[src/rtl/seq_counter.sv]
`default_nettype none
// ============================================================================
// Module   : seq_counter
// Purpose  : Up/down sequence counter with prescaler, one-shot or auto-reload
//            mode, terminal tick pulse and sticky done flag. Steps LED
//            patterns between 0 and a run-time limit latched at start.
// Revision : 1.0 - initial release
// ============================================================================
module seq_counter #(
   parameter int WIDTH    = 4,
   parameter int PRESCALE = 1
) (
   input  logic             clk,
   input  logic             reset_n,
   input  logic             start,
   input  logic             clear,
   input  logic             enable,
   input  logic [WIDTH-1:0] limit,
   input  logic             dir,
   input  logic             auto_reload,
   output logic [WIDTH-1:0] count,
   output logic             tick,
   output logic             done,
   output logic             busy
);

   // A one-bit prescaler is kept even when PRESCALE is 1 so the width never
   // collapses to zero; it simply stays at 0 in that case.
   localparam int PW = (PRESCALE > 1) ? $clog2(PRESCALE) : 1;
   localparam logic [PW-1:0] c_PRE_MAX = PW'(PRESCALE - 1);

   localparam logic [1:0] S_IDLE = 2'd0;
   localparam logic [1:0] S_RUN  = 2'd1;
   localparam logic [1:0] S_DONE = 2'd2;

   logic [1:0]       state_q, state_d;
   logic [WIDTH-1:0] count_q, count_d;
   logic [PW-1:0]    pre_q,   pre_d;
   logic [WIDTH-1:0] lim_q,   lim_d;
   logic             dir_q,   dir_d;
   logic             ar_q,    ar_d;
   logic             tick_q,  tick_d;
   logic             done_q,  done_d;
   logic             busy_q,  busy_d;

   logic             w_at_term;
   logic [WIDTH-1:0] w_reload;

   // Terminal value and reload value both come from the latched run settings,
   // so live changes on limit/dir have no effect until the next start.
   assign w_at_term = dir_q ? (count_q == '0) : (count_q == lim_q);
   assign w_reload  = dir_q ? lim_q : '0;

   // Next-state logic: clear beats start, start beats enable.
   always_comb begin
      state_d = state_q;
      count_d = count_q;
      pre_d   = pre_q;
      lim_d   = lim_q;
      dir_d   = dir_q;
      ar_d    = ar_q;
      tick_d  = 1'b0;
      done_d  = done_q;
      busy_d  = busy_q;

      if (clear) begin
         state_d = S_IDLE;
         count_d = '0;
         pre_d   = '0;
         done_d  = 1'b0;
         busy_d  = 1'b0;
      end else begin
         case (state_q)
            S_IDLE, S_DONE: begin
               if (start) begin
                  lim_d   = limit;
                  dir_d   = dir;
                  ar_d    = auto_reload;
                  count_d = dir ? limit : '0;
                  pre_d   = '0;
                  done_d  = 1'b0;
                  busy_d  = 1'b1;
                  state_d = S_RUN;
               end
            end
            S_RUN: begin
               if (enable) begin
                  if (pre_q == c_PRE_MAX) begin
                     pre_d = '0;
                     if (w_at_term) begin
                        tick_d  = 1'b1;
                        count_d = w_reload;
                        if (!ar_q) begin
                           state_d = S_DONE;
                           done_d  = 1'b1;
                           busy_d  = 1'b0;
                        end
                     end else if (dir_q) begin
                        count_d = count_q - 1'b1;
                     end else begin
                        count_d = count_q + 1'b1;
                     end
                  end else begin
                     pre_d = pre_q + 1'b1;
                  end
               end
            end
            default: begin
               state_d = S_IDLE;
               count_d = '0;
               pre_d   = '0;
               done_d  = 1'b0;
               busy_d  = 1'b0;
            end
         endcase
      end
   end

   // State registers with synchronous active-low reset taking priority.
   always_ff @(posedge clk) begin
      if (!reset_n) begin
         state_q <= S_IDLE;
         count_q <= '0;
         pre_q   <= '0;
         lim_q   <= '0;
         dir_q   <= 1'b0;
         ar_q    <= 1'b0;
         tick_q  <= 1'b0;
         done_q  <= 1'b0;
         busy_q  <= 1'b0;
      end else begin
         state_q <= state_d;
         count_q <= count_d;
         pre_q   <= pre_d;
         lim_q   <= lim_d;
         dir_q   <= dir_d;
         ar_q    <= ar_d;
         tick_q  <= tick_d;
         done_q  <= done_d;
         busy_q  <= busy_d;
      end
   end

   assign count = count_q;
   assign tick  = tick_q;
   assign done  = done_q;
   assign busy  = busy_q;

endmodule
`default_nettype wire

[config.mk]
export PLATFORM = sky130hd
export DESIGN_NAME = seq_counter
export DESIGN_NICKNAME = d
export VERILOG_FILES = /design/src/rtl/seq_counter.sv
export SDC_FILE = /design/constraint.sdc
export NUM_CORES = 1
export LEC_CHECK = 0
export ABC_AREA = 0
export CORE_ASPECT_RATIO = 0.75
export CORE_MARGIN = 8
export CORE_UTILIZATION = 49
export CTS_CLUSTER_DIAMETER = 30
export DETAILED_ROUTE_END_ITERATION = 8
export DONT_BUFFER_PORTS = 1
export GPL_TIMING_DRIVEN = 0
export SYNTH_ARGS = -nofsm -noshare
export SYNTH_HDL_FRONTEND = slang
export SYNTH_SLANG_ARGS = --single-unit
[constraint.sdc]
create_clock -name clk -period 4.2 [get_ports clk]
set_input_delay 0.42 -clock clk [delete_from_list [all_inputs] [get_ports clk]]
set_output_delay 0.42 -clock clk [all_outputs]
set_load 0.02 [all_outputs]
### Word-level counts from Yosys, hierarchy flattened

Cells that the tools add are included.

| operators by class | value |
|---|---|
| add/subtract/negate cells | 3 |
| multiply operators | 0 |
| divide/modulo/power cells | 0 |
| order comparisons | 0 |
| equality and inequality tests | 8 |
| shift operators | 0 |
| mux-type cells | 31 |
| bitwise logic cells | 4 |
| reductions and logical operators | 9 |

Operators with widths:

| kind | number |
|---|---|
| 2-to-1 mux 4 bit | 7 |
| 2-to-1 mux 1 bit | 14 |
| 2-to-1 mux 2 bit | 5 |
| != test 2 bit, second input constant | 5 |
| one-hot mux 4 bit (2 select lines) | 1 |
| one-hot mux 1 bit (2 select lines) | 3 |
| AND reduction 3 bit | 2 |
| AND reduction 5 bit | 1 |
| OR reduction 5 bit | 1 |
| adder 4 x 1 -> 4 bit, second input constant | 1 |
| == test 4 bit | 1 |
| logical NOT 4 bit | 1 |
| inverter 1 bit | 4 |
| one-hot mux 2 bit (2 select lines) | 1 |
| OR reduction 2 bit | 2 |
| subtractor 4 x 1 -> 4 bit, second input constant | 1 |
| == test 2 x 1 -> 1 bit, second input constant | 1 |
| == test 2 bit, second input constant | 1 |
| logical NOT 2 bit | 1 |
| AND reduction 2 bit | 1 |
| adder 1 bit, second input constant | 1 |

| storage, ports and cells | value |
|---|---|
| register bits | 16 |
| latch bits | 0 |
| bits in writable memories | 0 |
| ROM bits | 0 |
| bits of input ports | 11 |
| output and inout bits | 7 |
| logic and storage cells | 64 |
| memories | 0 |

### Longest topological paths before layout

| depth | value |
|---|---|
| word-level depth | 6 |
| depth in mapped cells | 5 |
| mapped depth without buffers | 5 |

### Worst setup path after synthesis

OpenSTA, ideal clock, no wires.

| timing path | value |
|---|---|
| kind | reg-to-reg |
| start point | register busy (netlist name) |
| end point | register count_q[1] (netlist: count[1]) |
| library setup time | 0.131 ns |
| data arrival time | 1.453 ns |
| data required time | 4.069 ns |
| slack | 2.617 ns |
| stages on the path, launching flop included | 6 |
| path buffers | 1 |
| clock period less this slack | 1.583 ns |
| cell sequence | dfxtp_1 > buf_2 > nor2_1 > or2_2 > a2111oi_2 > a211oi_1 |

RTL lines:

| item | RTL line | text |
|---|---|---|
| end signal: assignment | 133 | `count_q <= count_d;` |
| end: declaration | 37 | `logic [WIDTH-1:0] count_q, count_d;` |

==> impl_metrics.toml <==
[run_status]
status = "completed"

[drt]
wirelength_um = 2100
wl_per_cell_um = 16.5
viasPerCell = 5.98
drtPass1Iterations = 4
drc = 0
vias = 760
ant_nets = 0
drt_iter0_drc = 18

[synthesis]
synth_area_um2 = 892
ys_types = 37
netlist.area_leader.share_pct = 31.4
ys_ff_latch = 14
synth_warnings = 0
avgSynthCellArea_um2 = 8.83
synthCells = 101
ys_seq_area_share_pct = 31.4
synth_nets = 115
synth_area_leaders = "dfxtp_1, nor2b_1, xnor2_1, mux2i_1, o21ai_0"
synth_top_cell_by_area = "dfxtp_1"

[floorplanning]
die_x_um = 65.3
initial_core_util_pct = 51.7
rows = 13
die-area_mm2 = 0.00346
io_pins = 18
core-area_mm2 = 0.00172
die-height_um = 53.0

[pwr]
intPower_uw = 219
power_density_mw_per_mm2 = 326
ir_drop_v = 0.000215
switching_share_pct = 29.6
p_switching_uw = 92.4
clockPowerShare_pct = 32.0
pwr-share-seq_pct = 48.2
p_leak_nw = 0.341
combPwrFrac_pct = 19.9

[placement]
pre_cts_slack_ps = 2470
port_buffers = 0
gp_congestion = 0.767
post-dp-hpwl_um = 1690

[worst_setup_path]
crit_cells = 5
endpoint = "count[1]"
r2r_setup_slack_ps = 2450
reg2reg_depth = 5
crit_type = "reg2reg"
required_ps = 4370
crit_path_start_kind = "flip-flop"
path_cells = "buf_2, nor2_1, or2_2, a2111oi_2, a211oi_1"
crit_path_max_incr_delay_ps = 450
r2r-end = "count[1]"
rr_startpoint = "busy"
critPathSlowestCell = "dfxtp_1"
arrival_ps = 1910
path_buf_inv = 1
end_kind = "flip-flop"
startpoint = "busy"
critical_path.max_fanout = 9
crit_family = "simple AND/OR/NAND/NOR gates"

[final_layout]
num-fill-cells = 176
syn2layout_area_growth_pct = 7.15
final_nets = 120
drive_above_1_share_pct = 15.2
diodes = 0

[global_route]
grt_pass1_wl_um = 3650
grt_remaining_overflow = 0
grt_max_degree = 11
grt_pass1_vias = 747
grt.total_usage_pct = 13.4
antenna_found_initial = 0

[sta]
finalCritPeriodShare_pct = 41.6
finalSetupTns_ps = 0
setup_violations = 0
hold_viol = 0
skew_ps = 5.67
slew_violations = 0
relSlewSlack_pct = 61.6
hold_slack_ps = 256
fmax_mhz = 573
worst_pin_slew_ps = 575
rsz0062_at_grt = "no"
period_minus_slack_ps = 1750
layout_setup_ws_ps = 2450

[clock_tree]
clkSinkCount = 14
cts_resized = 0
clk_pin_slew_ps = 90
cts_setup_buffers = 0
cts_max_level = 1
cts_buffer_depth = 2
cts_root_buf = "clkbuf_4"
cts_buffers = 3
cts_hold_buf = 0
cts_tree = "yes"
insertion_delay_ps = 290

[min_path]
holdCritPathClass = "in2reg"

[run]
cap_violations = 0
power by group through the flow:
| stage | Combinational, mW | Clock (mW) | Sequential [mW] |
|---|---|---|---|
| finish | 0.0619 | 0.0998 | 0.150 |
| global route | 0.0692 | 0.111 | 0.151 |
| global placement | 0.0610 | 0 | 0.153 |
| floorplan | 0.0510 | 0 | 0.151 |
| CTS | 0.0619 | 0.102 | 0.150 |
| detailed placement | 0.0616 | 0 | 0.153 |
cell families (layout without fill, tap and decap cells):
family | count (synthesis) | after routing | synth area share [%]
AO/OA/AOI/OAI | 32 | 32 | 23.8
XOR/XNOR | 6 | 6 | 5.89
adder cells (fa/ha/maj) | 3 | 3 | 5.05
buffers and inverters | 6 | 10 | 2.80
flip-flops | 14 | 14 | 31.4
multiplexers | 4 | 4 | 4.49
AND/OR/NAND/NOR | 36 | 36 | 26.5
per-stage QoR:
stage	utilization [%]	area (µm²)	power (mW)	instances
2_1_floorplan	-	892	0.202	101
3_3_place_gp	53.3	920	0.214	123
3_5_place_dp	53.3	920	0.215	123
4_1_cts	55.4	956	0.314	127
5_1_grt	55.4	956	0.331	127
6_report	55.4	956	0.312	127
area by class of cell:
type	instances	area [µm²]	area share, %
clock buffer	4	36.3	3.80
inverter	3	11.3	1.18
multi-input combinational	81	587	61.4
buffer	3	13.8	1.44
sequential	14	280	29.3
tap	22	27.5	2.88
cells in the final DEF, fill, tap and decap left out, types with 4 or more instances in the layout:
master / n
dfxtp_1: 14
nand3_1: 5
nor2b_1: 9
mux2i_1: 4
xnor2_1: 5
a21oi_1: 7
nor2_1: 7
o21ai_0: 8
routing by layer:
layer  up-vias  wire (µm)  GRT usage, %
met5         -          0             0
met4         0          4          1.08
met3         2        186          7.16
met2        18        941          19.9
met1       356        969          17.3
li1        384          -             -
how the worst min path moves through the flow:
stage / end / depth (start not counted) / slack, ps / start
final: tick / 2 / 260 / enable
after global placement: ar_q / 2 / 530 / ar_q
after global routing: lim_q[3] / 1 / 250 / reset_n
after detailed placement: state_q[1] / 2 / 540 / state_q[1]
after CTS: tick / 2 / 250 / enable
after floorplan: ar_q / 2 / 500 / ar_q
Yosys cell counts:
| library cell | n |
|---|---|
| xor2_1 | 1 |
| o22ai_1 | 1 |
| nor3b_1 | 2 |
| buf_2 | 2 |
| o21a_1 | 2 |
| nand3_1 | 5 |
| and3_2 | 3 |
| a311oi_1 | 1 |
| o21bai_1 | 1 |
| nor4_4 | 1 |
| nand2b_1 | 1 |
| a2111oi_2 | 1 |
| o211ai_1 | 3 |
| nand2_1 | 2 |
| or4b_1 | 1 |
| a31o_2 | 1 |
| o311a_2 | 1 |
| a21o_1 | 1 |
| dfxtp_1 | 14 |
| or2_2 | 1 |
| nor2b_1 | 9 |
| o311ai_0 | 1 |
| nor3b_4 | 1 |
| a211oi_1 | 1 |
| nor2_1 | 7 |
| nand2_2 | 1 |
| fa_1 | 1 |
| mux2i_1 | 4 |
| xnor2_1 | 5 |
| nand4b_1 | 1 |
| inv_1 | 3 |
| a31oi_1 | 3 |
| o21ai_0 | 8 |
| and2_1 | 1 |
| a21oi_1 | 7 |
| clkbuf_1 | 1 |
| ha_1 | 2 |
flip-flops by register name (all words and copies together) (netlist names):
signal and flops:
done 1, count 4, lim_q 4, busy 1
tick 1, dir_q 1, state_q 1, ar_q 1
No activity file was read; power rests on OpenSTA's default activity.
